<file path="config.mk">
export PLATFORM = sky130hd
export DESIGN_NAME = alu_tile_input_arbiter
export DESIGN_NICKNAME = d
export VERILOG_FILES = /design/src/rtl/alu_tile_input_arbiter.sv
export SDC_FILE = /design/constraint.sdc
export NUM_CORES = 2
export LEC_CHECK = 0
export CORE_AREA = 2 2 352 354
export CTS_BUF_LIST = sky130_fd_sc_hd__clkbuf_8 sky130_fd_sc_hd__clkbuf_16
export DETAILED_ROUTE_END_ITERATION = 16
export DIE_AREA = 0 0 354 356
export GPL_ROUTABILITY_DRIVEN = 1
export PLACE_DENSITY = 0.59
export SETUP_SLACK_MARGIN = 0.05
export SLEW_MARGIN = 10
export SYNTH_ARGS = -nofsm -noshare
export SYNTH_HDL_FRONTEND = slang
export SYNTH_SLANG_ARGS = --single-unit
</file>
<file path="constraint.sdc">
create_clock -name clk -period 11.2 [get_ports clk]
set_clock_uncertainty 0.05 [all_clocks]
set_input_delay 2.24 -clock clk [delete_from_list [all_inputs] [get_ports clk]]
set_output_delay 2.24 -clock clk [all_outputs]
set_load 0.01 [all_outputs]
</file>
<file path="src/rtl/alu_tile_input_arbiter.sv">
// Five-port input arbiter feeding one ALU tile: a one-entry holding register per port,
// round-robin (optionally host-priority) selection into a single registered output stage.
module alu_tile_input_arbiter #(
  parameter bit HOST_PRIO = 1'b0
) (
  input  logic         clk,
  input  logic         rst_n,
  input  logic [4:0]   in_valid,
  output logic [4:0]   in_ready,
  input  logic [319:0] in_a,
  input  logic [319:0] in_b,
  input  logic [79:0]  in_ctrl,
  output logic         out_valid,
  input  logic         out_ready,
  output logic [63:0]  out_a,
  output logic [63:0]  out_b,
  output logic [15:0]  out_ctrl,
  output logic [2:0]   out_src,
  output logic         busy,
  output logic [15:0]  issued_cnt
);

  localparam int unsigned NumPorts = 5;
  localparam int unsigned DataW    = 64;
  localparam int unsigned CtrlW    = 16;
  localparam logic [2:0]  HostIdx  = 3'd4;

  logic [NumPorts-1:0] full_q, full_d;
  logic [NumPorts-1:0] accept;
  logic [DataW-1:0]    hold_a_q    [NumPorts];
  logic [DataW-1:0]    hold_b_q    [NumPorts];
  logic [CtrlW-1:0]    hold_ctrl_q [NumPorts];

  logic [2:0]       rr_ptr_q, rr_ptr_d;
  logic             out_valid_q;
  logic [DataW-1:0] out_a_q, out_b_q;
  logic [CtrlW-1:0] out_ctrl_q;
  logic [2:0]       out_src_q;
  logic [15:0]      issued_cnt_q;

  logic       out_free;
  logic       grant_valid;
  logic       host_win;
  logic [2:0] grant_idx;

  // Port index reached k steps after base, wrapping 4 -> 0.
  function automatic logic [2:0] wrap_idx(input logic [2:0] base, input int unsigned k);
    int unsigned s;
    s = int'(base) + k;
    if (s >= NumPorts) s = s - NumPorts;
    return 3'(s);
  endfunction

  assign in_ready = ~full_q;
  assign accept   = in_valid & ~full_q;
  assign out_free = ~out_valid_q | out_ready;

  always_comb begin
    grant_valid = 1'b0;
    host_win    = 1'b0;
    grant_idx   = 3'd0;
    if (out_free) begin
      if (HOST_PRIO && full_q[HostIdx]) begin
        grant_valid = 1'b1;
        host_win    = 1'b1;
        grant_idx   = HostIdx;
      end else begin
        for (int unsigned k = 0; k < NumPorts; k++) begin
          if (!grant_valid && full_q[wrap_idx(rr_ptr_q, k)]) begin
            grant_valid = 1'b1;
            grant_idx   = wrap_idx(rr_ptr_q, k);
          end
        end
      end
    end
  end

  always_comb begin
    rr_ptr_d = rr_ptr_q;
    // Host-priority grants bypass the rotation so other ports keep their turn.
    if (grant_valid && !host_win) rr_ptr_d = wrap_idx(grant_idx, 1);
  end

  always_comb begin
    full_d = full_q | accept;
    if (grant_valid) full_d[grant_idx] = 1'b0;
  end

  always_ff @(posedge clk or negedge rst_n) begin
    if (!rst_n) begin
      for (int i = 0; i < NumPorts; i++) begin
        hold_a_q[i]    <= '0;
        hold_b_q[i]    <= '0;
        hold_ctrl_q[i] <= '0;
      end
    end else begin
      for (int i = 0; i < NumPorts; i++) begin
        if (accept[i]) begin
          hold_a_q[i]    <= in_a[i*DataW +: DataW];
          hold_b_q[i]    <= in_b[i*DataW +: DataW];
          hold_ctrl_q[i] <= in_ctrl[i*CtrlW +: CtrlW];
        end
      end
    end
  end

  always_ff @(posedge clk or negedge rst_n) begin
    if (!rst_n) begin
      full_q       <= '0;
      rr_ptr_q     <= '0;
      out_valid_q  <= 1'b0;
      out_a_q      <= '0;
      out_b_q      <= '0;
      out_ctrl_q   <= '0;
      out_src_q    <= '0;
      issued_cnt_q <= '0;
    end else begin
      full_q   <= full_d;
      rr_ptr_q <= rr_ptr_d;
      if (grant_valid) begin
        out_valid_q <= 1'b1;
        out_a_q     <= hold_a_q[grant_idx];
        out_b_q     <= hold_b_q[grant_idx];
        out_ctrl_q  <= hold_ctrl_q[grant_idx];
        out_src_q   <= grant_idx;
      end else if (out_free) begin
        out_valid_q <= 1'b0;
      end
      if (out_valid_q && out_ready && (issued_cnt_q != 16'hFFFF)) begin
        issued_cnt_q <= issued_cnt_q + 16'd1;
      end
    end
  end

  assign out_valid  = out_valid_q;
  assign out_a      = out_a_q;
  assign out_b      = out_b_q;
  assign out_ctrl   = out_ctrl_q;
  assign out_src    = out_src_q;
  assign issued_cnt = issued_cnt_q;
  assign busy       = (|full_q) | out_valid_q;

endmodule

</file>
**Word level (Yosys, flattened, before mapping)**

Cells that the tools add are included.

- Output and inout port bits: 170
- Memories kept: 0
- Bits in latches: 0
- Register bits after elaboration: 892
- Bits in writable memories: 0
- Logic and storage cells: 123
- Input port bits: 728
- ROM bits: 0

- Div/mod/pow operators: 0
- Multiply operators: 0
- Reduce and logical (&&, ||, !) cells: 13
- Add/subtract/negate cells: 12
- Bitwise operators: 9
- Order comparisons: 14
- Eq/ne operators: 1
- Shift-type cells: 0
- Multiplexer cells: 51

Operators with widths:

| cell | number |
|---|---|
| $bmux 64 s3 | 2 |
| $mux 64 | 4 |
| $mux 3 | 17 |
| $bmux 16 s3 | 1 |
| $mux 16 | 2 |
| $lt 3x4->1 const B | 6 |
| $ge 4x3->1 const B | 5 |
| $mux 1 | 18 |
| $sub 3x3->3 const B | 6 |
| $add 16x1->16 const B | 1 |
| $ne 16x16->1 const B | 1 |
| $bmux 1 s3 | 5 |
| $and 5x5->5 | 2 |
| $not 5->5 | 2 |
| $add 3x1->4 const B | 2 |
| $add 3x2->4 const B | 2 |
| $logic_and 1x1->1 | 7 |
| $mux 5 | 1 |
| $or 5x5->5 | 1 |
| $reduce_or 5->1 | 1 |
| $add 3x3->4 const B | 1 |
| $ge 4x4->1 const B | 1 |
| $logic_not 1->1 | 4 |
| $not 3->4 | 1 |
| other kinds (6) | 7 |

**Longest topological paths before layout**

- Depth in word-level cells: 30
- Depth in mapped cells: 19
- Mapped depth without buffers: 17

**Least setup slack after synthesis**

Ideal clock, no wire load.

- Path type: reg-to-reg
- Start point: register rr_ptr_q[0]
- End point: register out_a_q[41], in the netlist out_a[41]
- Library setup time: 0.157 ns
- Buffers on the path: 4
- Required time: 10.993 ns
- Clock period less this slack: 3.999 ns
- Cell stages (with the launch flop): 17
- Arrival time: 3.791 ns
- Slack: 7.201 ns
- Cells stage by stage: dfrtp_1 > inv_1 > buf_2 > ha_1 > ha_1 > clkbuf_1 > a211o_1 > nor3b_1 > a311oi_1 > a21oi_1 > o211a_1 > o221ai_4 > buf_4 > buf_4 > mux2_2 > nand2_1 > a41oi_2

- Longest elaborated chain between the ends: 27
- Elaborated cells between the ends (all ways): 62
- Classes of those cells: add/sub (9); order compare (5); mux (39); bitwise (1); reduce/logical (8)

Ends and longest elaborated chain:

| what | line | source |
|---|---|---|
| start, declared | 34 | `logic [2:0] rr_ptr_q, rr_ptr_d;` |
| start signal, assigned | 119 | `rr_ptr_q <= rr_ptr_d;` |
| parallel branches: the longest is 27 deep, another holds $add 3x1->4 | - |  |
| end signal, assigned | 122 | `out_a_q <= hold_a_q[grant_idx];` |
| end, declared | 36 | `logic [DataW-1:0] out_a_q, out_b_q;` |

Several ways; the timed one is not identified. The select of a mux whose other input is x is not followed.
A chain may end at the register's enable or synchronous reset.

**Final worst setup path**

- Start point: register rr_ptr_q[0]
- End point: register out_b_q[57], in the netlist out_b[57]

- Longest elaborated chain between the ends: 27
- Elaborated cells between the ends (all ways): 62
- Classes of those cells: add/sub (9); order compare (5); mux (39); bitwise (1); reduce/logical (8)

Ends and longest elaborated chain:

| what | line | source |
|---|---|---|
| parallel branches: the longest is 27 deep, another holds $add 3x1->4 | - |  |
| end signal, assigned | 123 | `out_b_q <= hold_b_q[grant_idx];` |
| end, declared | 36 |  |

Several ways; the timed one is not identified. The select of a mux whose other input is x is not followed.

==> impl_results.md <==
- Drt pass-1 iters: 5
- CTS Buf Count: 102
- Post-route cell area: 0.0542 sq mm
- Async set-reset flop share out of synthesis: 100%
- Synthesized net count: 3,838
- Top_reg_cell synth: dfrtp_1
- Synth area leaders: dfrtp_1, mux2_2, mux2_1
- Max cap viols: 0
- Setup TNS: 0 ps
- Vias per cell: 5.09
- Post-synth top area share: 55.6%
- Post-Layout Cell Count: 5,668
- Clk sink count: 892
- Final setup vio count: 0
- GRT met2 Usage: 36.7%
- Crit path max-delay family: buffers and inverters
- Post_cts resized: 0
- Total global routing overflow: 0
- Die area: 0.126 sq mm
- Dpl cell area: 0.0506 sq mm
- Mapped Cells: 3,098
- Worst Path Required: 11,640 ps
- Worst setup EP type: flop
- Library cells used by synthesis: 69
- Minimum clock period: 6490 ps
- Critical path cell sequence: inv_1 -> ha_1 -> inv_1 -> o41ai_1 -> and2b_1 -> mux2i_1 -> nor2_1 -> nand2_2 -> o221ai_4 -> buf_4 -> buf_4 -> mux2_1 -> nand3_1 -> a41oi_1
- Area leader, netlist: dfrtp_1
- WL final: 145,000 um
- Vias in the first global route: 29,400
- CP max stage cell: dfrtp_1
- Post-CTS Repair Setup Buffers: 0
- Final Core Density: 44.2%
- CP arrival: 6930 ps
- Total GRT Usage: 22.5%
- FF-to-FF path depth: 14
- Number of antenna violations at the first check in global routing: 63
- First-pass GRT wire length: 210,000 um
- Pwr Total: 19.5 mW
- Hold WC Path Type: flop to flop
- Clock H-tree levels: 3
- Layout Area Growth over Synthesis: 35.1%
- Worst VDD drop: 0.635 mV
- Pleak: 21.9 nW
- Met1 usage: 29.1%
- Post-synthesis sequential area ratio: 55.6%
- Syn_area_per_cell: 13.0 sq um
- Drt drc: 0
- GPL Wtd Cong: 0.817
- Post-CTS Hold Buffers: 0
- CP Launch Type: flop
- DPL Wire Length: 99,700 um
- PD cells: 359 mW/mm^2
- CP Max Fanout: 52
- CTS tree: yes
- Crit Path Category: flop to flop
- Fin. Hold Viols: 0
- Starting Density: 32.7%
- Max Clock Freq: 0.154 GHz
- Number of placement rows: 129
- Status: finished clean
- Flop-to-flop setup slack: 4710 ps
- Max stage delay on crit path: 930 ps
- Top Ports: 898
- Synthesis-stage register bit count: 892
- Port-buffer cells: 897
- Clock-pin transition on the worst setup and hold timing paths: 60 ps
- Met3 Usage GRT: 5.80%
- Hold Crit Depth: 1
- Insertion delay to the later sink of the worst-skew pair: 730 ps
- Placed cell count: 5,452
- Clk buf depth: 3
- Final worst path period share: 57.9%
- 1st-iter DRT viols: 1,819
- WP buf/inv: 4
- Die Span X: 354 um
- Final #Nets: 4,659
- Die height: 356 um
- Post-synth EDFFs: 0
- Via Count: 28,800
- Antenna-violating nets left: 0
- Gr busiest metal: met2
- Stages on the worst setup path: 14
- Ratio of cells with drive above 1 in the final layout: 25.1%
- Slew headroom: 27.6%
- Std-Cell Core Area: 0.123 sq mm
- RSZ-0062 raised after global routing: no
- DR WL/cell: 25.6 um
- Max-slew violation count: 0
- Synthesized cell area: 0.0402 sq mm
- YS warnings: 0
- Worst-Margin Slew: 1090 ps
- Largest net degree at the start of global routing: 176
- Root Driver: clkbuf_16
[placed cells by master, fill, tap and decap left out, types with 9 or more instances in the layout]
master / n
ha_1: 11
xnor2_1: 12
mux2_2: 758
a41oi_1: 126
clkbuf_16: 104
nand3_1: 159
inv_1: 32
o21ai_0: 13
clkdlybuf4s50_1: 896
diode_2: 33
mux2_1: 251
a41oi_2: 20
nand2_1: 317
dfrtp_1: 892
clkbuf_8: 31
nor2_1: 172
nand2b_1: 9
a21oi_1: 18
buf_4: 32
clkinv_2: 16
[metal layers]
metal  up-vias  wire [um]
li1      12800          -
met1     14800      62100
met2       934      69800
met3       226       9060
met4        46       3900
met5         -        298
[layout make-up]
class | instances | area (sq um)
well taps | 1637 | 2050
multi-input cells | 1970 | 16800
clock buffers | 135 | 3030
flip-flops and latches | 892 | 22300
inverters | 16 | 70.1
clock inverters | 48 | 502
diodes | 33 | 82.6
fillers | 11400 | 68400
repair buffers | 937 | 9380
[per-stage QoR]
step                setup WS (ps)  hold WS, ps
global route                 4200          461
finish                       4710          443
CTS                          4760          447
detailed placement           4820          431
floorplan                    7200          423
global placement             4890          432
[synthesized netlist by cell type, types with 2 or more instances]
library cell and number:
dfrtp_1 892, mux2_2 758, nand2_1 317, mux2_1 251
nor2_1 173, nand3_1 159, clkbuf_1 143, a41oi_1 126
buf_2 39, buf_4 21, a41oi_2 20, a21oi_1 18
inv_1 14, o21ai_0 13, buf_6 12, nor2b_1 12
xnor2_1 12, ha_1 11, nand2b_1 9, nand4_1 7
a211o_1 6, nor3_1 6, a21o_1 5, buf_1 5
xor2_1 5, mux2i_1 4, and2_1 3, nor4_1 3
o31ai_1 3, or3_1 3, a2111oi_0 2, a211oi_1 2
a31oi_1 2, nor3b_1 2, o211a_1 2, o21ai_1 2
o21bai_1 2, o311ai_1 2, or3b_2 2
[final timing paths]
check	endpoint	from
max	out_b[57]	rr_ptr_q[0]
min	issued_cnt[9]	issued_cnt[9]
max reg2reg	out_b[57]	rr_ptr_q[0]
min reg2reg	issued_cnt[9]	issued_cnt[9]
max in group asynchronous	hold_a_q[246]	rst_n
min in group asynchronous	hold_b_q[311]	rst_n
[sequential cells by signal, indices dropped and copies added (netlist names), 5 cells and up]
name         flops
full_q           5
hold_b_q       320
out_a           64
hold_ctrl_q     80
out_ctrl        16
out_b           64
hold_a_q       320
issued_cnt      16
[power breakdown]
part	leakage (nW)	total (mW)	internal (mW)	switching (mW)
combinational	9.50	10.1	4.63	5.49
clock	1.82	3.47	2.05	1.42
sequential	10.6	5.87	4.92	0.950
total	21.9	19.5	11.6	7.86
[kinds of logic after synthesis]
kind of cell,after synthesis,synth area share (%)
DFF,892,55.6
muxes,1013,28.4
buffers and inverters,236,2.75
xor gates and xnor gates,17,0.371
adders and majority gates,12,0.393
and+or+nand+nor,705,7.47
AOI/OAI and AO/OA,223,5.03
No activity file was read; power rests on OpenSTA's default activity.
